$ cat config.mk
export PLATFORM = sky130hd
export DESIGN_NAME = lime_output_capture
export DESIGN_NICKNAME = d
export VERILOG_FILES = /design/src/rtl/lime_io_pkg.sv /design/src/rtl/lime_sync_fifo.sv /design/src/rtl/lime_output_capture.sv
export SDC_FILE = /design/constraint.sdc
export NUM_CORES = 1
export LEC_CHECK = 0
export CAP_MARGIN = 5
export CORE_MARGIN = 5
export CORE_UTILIZATION = 55
export CTS_CLUSTER_DIAMETER = 40
export DETAILED_ROUTE_END_ITERATION = 8
export PLACE_DENSITY = 0.83
export SYNTH_ARGS = -nofsm -noshare
export SYNTH_HDL_FRONTEND = slang
export SYNTH_SLANG_ARGS = --single-unit
$ cat constraint.sdc
create_clock -name CLK -period 3.6 [get_ports CLK]
set_input_delay 1.08 -clock CLK [delete_from_list [all_inputs] [get_ports CLK]]
set_output_delay 1.08 -clock CLK [all_outputs]
set_load 0.03 [all_outputs]
$ cat src/rtl/lime_io_pkg.sv
// Shared definitions for the lime processor I/O blocks.
//   LIME_WORD_WIDTH    : processor word width
//   LIME_CAPTURE_DEPTH : default output-capture FIFO depth
//   lime_word_t        : one processor word
package lime_io_pkg;

    localparam int unsigned LIME_WORD_WIDTH    = 16;
    localparam int unsigned LIME_CAPTURE_DEPTH = 4;

    typedef logic [LIME_WORD_WIDTH-1:0] lime_word_t;

endpackage

$ cat src/rtl/lime_sync_fifo.sv
// Generic DEPTH x WIDTH synchronous circular FIFO.
// A push while full is still accepted when a pop happens in the same cycle,
// with the new word landing in the slot freed by the read.
// Ports:
//   clk, rst      : clock, asynchronous active-high reset
//   push, wdata   : push request and data
//   pop           : pop request (caller guarantees non-empty)
//   rdata         : head entry (registered storage, combinational read)
//   full, empty   : occupancy flags
//   count         : occupancy, 0..DEPTH
//   push_ok       : push request accepted this cycle
module lime_sync_fifo #(
    parameter int unsigned WIDTH = 16,
    parameter int unsigned DEPTH = 4
) (
    input  logic                     clk,
    input  logic                     rst,
    input  logic                     push,
    input  logic [WIDTH-1:0]         wdata,
    input  logic                     pop,
    output logic [WIDTH-1:0]         rdata,
    output logic                     full,
    output logic                     empty,
    output logic [$clog2(DEPTH):0]   count,
    output logic                     push_ok
);

    localparam int unsigned AW = $clog2(DEPTH);
    localparam int unsigned CW = AW + 1;
    localparam logic [CW-1:0] FULL_CNT = CW'(DEPTH);

    logic [WIDTH-1:0] mem [DEPTH];
    logic [AW-1:0]    wr_ptr;
    logic [AW-1:0]    rd_ptr;

    assign full    = (count == FULL_CNT);
    assign empty   = (count == '0);
    assign push_ok = push && (!full || pop);
    assign rdata   = mem[rd_ptr];

    // Storage is intentionally not reset.
    always_ff @(posedge clk) begin
        if (push_ok) begin
            mem[wr_ptr] <= wdata;
        end
    end

    always_ff @(posedge clk or posedge rst) begin
        if (rst) begin
            wr_ptr <= '0;
            rd_ptr <= '0;
            count  <= '0;
        end else begin
            if (push_ok) begin
                wr_ptr <= wr_ptr + AW'(1);
            end
            if (pop) begin
                rd_ptr <= rd_ptr + AW'(1);
            end
            case ({push_ok, pop})
                2'b10:   count <= count + CW'(1);
                2'b01:   count <= count - CW'(1);
                default: count <= count;
            endcase
        end
    end

endmodule

$ cat src/rtl/lime_output_capture.sv
// Capture stage for the processor main_output bus. Every change of the bus
// (while capture_en is high) is queued in a small FIFO that a host drains
// over a valid/ready handshake. Dropped changes set a sticky overflow flag.
// Ports:
//   CLK, reset      : clock, asynchronous active-high reset
//   proc_output     : processor main_output
//   capture_en      : enable enqueueing of detected changes
//   out_data        : FIFO head entry (don't-care when out_valid is 0)
//   out_valid       : FIFO non-empty
//   out_ready       : consumer accepts head entry
//   count           : FIFO occupancy, 0..DEPTH
//   overflow        : sticky, set when a change is dropped
//   clear_overflow  : synchronous clear of overflow (set wins)
module lime_output_capture
    import lime_io_pkg::*;
#(
    parameter int unsigned WIDTH = LIME_WORD_WIDTH,
    parameter int unsigned DEPTH = LIME_CAPTURE_DEPTH
) (
    input  logic                   CLK,
    input  logic                   reset,
    input  logic [WIDTH-1:0]       proc_output,
    input  logic                   capture_en,
    output logic [WIDTH-1:0]       out_data,
    output logic                   out_valid,
    input  logic                   out_ready,
    output logic [$clog2(DEPTH):0] count,
    output logic                   overflow,
    input  logic                   clear_overflow
);

    logic [WIDTH-1:0] prev_value;
    logic             push_req;
    logic             push_ok;
    logic             pop;
    logic             fifo_full;
    logic             fifo_empty;

    // prev_value tracks the bus regardless of capture_en, so a change seen
    // while capture is disabled is lost for good.
    always_ff @(posedge CLK or posedge reset) begin
        if (reset) begin
            prev_value <= '0;
        end else begin
            prev_value <= proc_output;
        end
    end

    assign push_req  = capture_en && (proc_output != prev_value);
    assign out_valid = !fifo_empty;
    assign pop       = out_valid && out_ready;

    always_ff @(posedge CLK or posedge reset) begin
        if (reset) begin
            overflow <= 1'b0;
        end else if (push_req && !push_ok) begin
            overflow <= 1'b1;
        end else if (clear_overflow) begin
            overflow <= 1'b0;
        end
    end

    lime_sync_fifo #(
        .WIDTH (WIDTH),
        .DEPTH (DEPTH)
    ) u_fifo (
        .clk     (CLK),
        .rst     (reset),
        .push    (push_req),
        .wdata   (proc_output),
        .pop     (pop),
        .rdata   (out_data),
        .full    (fifo_full),
        .empty   (fifo_empty),
        .count   (count),
        .push_ok (push_ok)
    );

    // full is implied by push_ok; kept on the FIFO interface for other users.
    logic unused_full;
    assign unused_full = fifo_full;

endmodule

==> impl_metrics.csv <==
group,metric,value,unit
detailed_routing,ant_nets,0,
sta,finalCriticalPeriod,3.359,ns
sta,hold_slack,0.5278,ns
power,power.leakage,0.001584,uW
critical_path,cp-startpoint,"proc_output[0]",
synth,synth_area,3347,um^2
clock_network,cts_tree,"built",
place,gp_congestion,0.7848,
critical_path,crit_arrival,3.63,ns
critical_path,cp_slowest_cell,"clkdlybuf4s50_1",
critical_path,critPathMaxFanout,2,
global_routing,antenna_found_initial,0,
critical_path,rrSetupSlack,1.03,ns
clock_network,path_clk_slew,0.07,ns
critical_path,crit_family,"simple AND/OR/NAND/NOR gates",
critical_path,rr_startpoint,"prev_value[1]",
finish,layout-drive-gt1-share,25.31,%
sta,fin_setup_tns,0,ns
sta,rsz0062_at_grt,"false",
sta,finalCritPeriodShare,93.30,%
detailed_routing,vias,1694,
detailed_routing,finalWirelength,5.998,mm
synth,synth.distinct_cells,22,
synth,syn_inst,164,
clock_network,clk_latency,0.34,ns
sta,setup_violations,0,
sta,hold_viol,0,
clock_network,htreeDepth,3,
die,start_util,56.53,%
min_path,hold_start,"u_fifo.count[2]",
finish,area_delta_synth_final,27.14,%
place,pre_cts_ws,-0.2072,ns
critical_path,crit_end,"u_fifo.count[2]",
synth,syn_area_per_cell,20.41,um^2
sta,fmax,297.7,MHz
critical_path,end_kind,"register",
synth,synth-seq-cells,88,
power,finalPower,3254,uW
clock_network,cts_buffers,9,
critical_path,slowest_delay,0.43,ns
global_routing,grt_max_degree,25,
detailed_routing,drt-initial-drc-count,174,
place,hpwl,3.994,mm
sta,skew,0.009594,ns
critical_path,reg2reg_to,"u_fifo.count[2]",
die,num_io_pins,42,
global_routing,grt_remaining_overflow,0,
global_routing,grt_pass1_vias,1868,
global_routing,grt_use_total,17.28,%
finish,fin_area,4255,um^2
clock_network,cts-root-buf,"clkbuf_8",
sta,maxSlewViolCount,0,
finish,layout.nets,267,
global_routing,grt_pass1_wl,9.577,mm
run_status,outcome,"completed",
detailed_routing,drc,0,
clock_network,hold_buffers,0,
critical_path,crit_path_start_kind,"input pin",
min_path,hold_path_class,"register to register",
detailed_routing,drtPass1Iterations,4,
place,port_buffers,41,
place,place_area,4076,um^2
clock_network,cts_sinks,88,
sta,slew_headroom,77.69,%
power,ir_drop,0.0005675,V
die,die_height,88.01,um
power,power_density,764.7,nW/um^2
job,max-cap-violations,0,
critical_path,crit_top_cell,"xor2_1",
synth,synth_nets,191,
clock_network,clock_path_buffers,2,
critical_path,crit_type,"input pin to register",
die,die_area,7746,um^2
critical_path,cp.depth,13,
detailed_routing,wl_per_cell,18.74,um
die,rows,28,
critical_path,worstPathRequired,3.87,ns
synth,ys_seq_area_share,75.36,%
critical_path,cp_cell_sequence,"clkdlybuf4s50_1, xor2_1, nor4_2, buf_4, nand4_1, and3_1, inv_1, ha_1, inv_1, fa_1, xor2_1, nor2_1, xor2_1",
critical_path,rr_worst_depth,12,
finish,fillers,369,
synth,synth_warnings,0,
critical_path,crit_buf_inv,4,
sta,tightest_slew,0.3316,ns
sta,setup_ws,0.2410,ns
detailed_routing,vias_per_cell,5.294,
finish,n_antenna_cell,0,
die,die_width,88.01,um
die,core-area,5921,um^2
-- where the power goes --
group          internal, uW  leakage [uW]  switching (uW)  total [uW]
sequential             1300      0.000869            78.8        1380
clock                   265     0.0000838             309         574
combinational           613      0.000632             688        1300
total                  2180       0.00158            1080        3250
-- worst min-delay path by stage --
stage	cells past startpoint	end
after global routing	1	u_fifo.count[2]
final	1	u_fifo.count[2]
after CTS	1	u_fifo.count[2]
after detailed placement	1	u_fifo.count[2]
after global placement	1	u_fifo.count[2]
after floorplan	1	u_fifo.wr_ptr[1]
-- layout by cell type (no fill, tap or decap), drive strengths merged --
cell / Yosys / routed
clkdlybuf4s50: 0 / 41
mux2: 1 / 1
edfxtp: 64 / 64
mux2i: 1 / 1
inv: 8 / 8
or4b: 1 / 1
clkinvlp: 0 / 1
and3: 1 / 1
and2: 5 / 5
mux4: 16 / 16
or3: 1 / 1
ha: 5 / 5
xnor2: 3 / 3
buf: 4 / 29
fa: 1 / 1
nor2: 1 / 1
xor2: 19 / 19
nand2: 2 / 2
clkbuf: 1 / 12
nand4: 1 / 1
o22ai: 1 / 1
dfrtp: 24 / 24
nor4: 4 / 4
clkinv: 0 / 3
-- through the flow --
step / cells / util (%)
5_1_grt: 320 / 71.87
3_5_place_dp: 304 / 68.85
3_3_place_gp: 304 / 68.85
2_1_floorplan: 164 / -
6_report: 320 / 71.87
4_1_cts: 320 / 71.66
-- Yosys cell counts, drive strengths merged --
cell     n  share of area (%)
and2     5               0.93
and3     1               0.19
buf      4               0.78
clkbuf   1               0.11
dfrtp   24                 18
edfxtp  64                 57
fa       1               0.60
ha       5                1.9
inv      8               0.90
mux2     1               0.45
mux2i    1               0.30
mux4    16                 11
nand2    2               0.22
nand4    1               0.19
nor2     1               0.11
nor4     4               0.75
o22ai    1               0.19
or3      1               0.22
or4b     1               0.30
xnor2    3               0.79
xor2    19                5.0
-- kinds of logic after synthesis --
family | share of synthesized area, %
flip-flops | 75.36
XOR/XNOR | 5.757
multiplexers | 11.51
AND/OR/NAND/NOR | 2.916
buffers and inverters | 1.794
adder cells (fa/ha/maj) | 2.467
AO/OA/AOI/OAI | 0.1870
-- repair_timing --
action,in CTS,in global routing
endpoints found under the setup margin,0,1
gates resized for setup,0,2
setup buffers,0,0
-- area by class of cell --
class / count / area [um^2] / area share (%)
clock inverters: 4 / 21.27 / 0.4999
well taps: 75 / 93.84 / 2.205
clock buffers: 12 / 145.1 / 3.411
inverters: 8 / 30.03 / 0.7057
repair buffers: 70 / 665.6 / 15.64
multi-input cells: 63 / 777.0 / 18.26
flip-flops and latches: 88 / 2522 / 59.28
-- state kept, by name (all words and copies together) (netlist names) --
name and count:
u_fifo.mem 64, overflow 1, u_fifo.wr_ptr 2, u_fifo.rd_ptr 2, u_fifo.count 3, prev_value 16
-- per-layer routing --
metal | up-vias | part of all wire, % | global-route usage [%]
li1 | 774 | - | -
met1 | 858 | 42 | 22.50
met2 | 57 | 51 | 28.36
met3 | 5 | 5.9 | 5.174
met4 | 0 | 0.78 | 5.357
met5 | - | 0 | 0
Power figures use the tool's default switching activity.
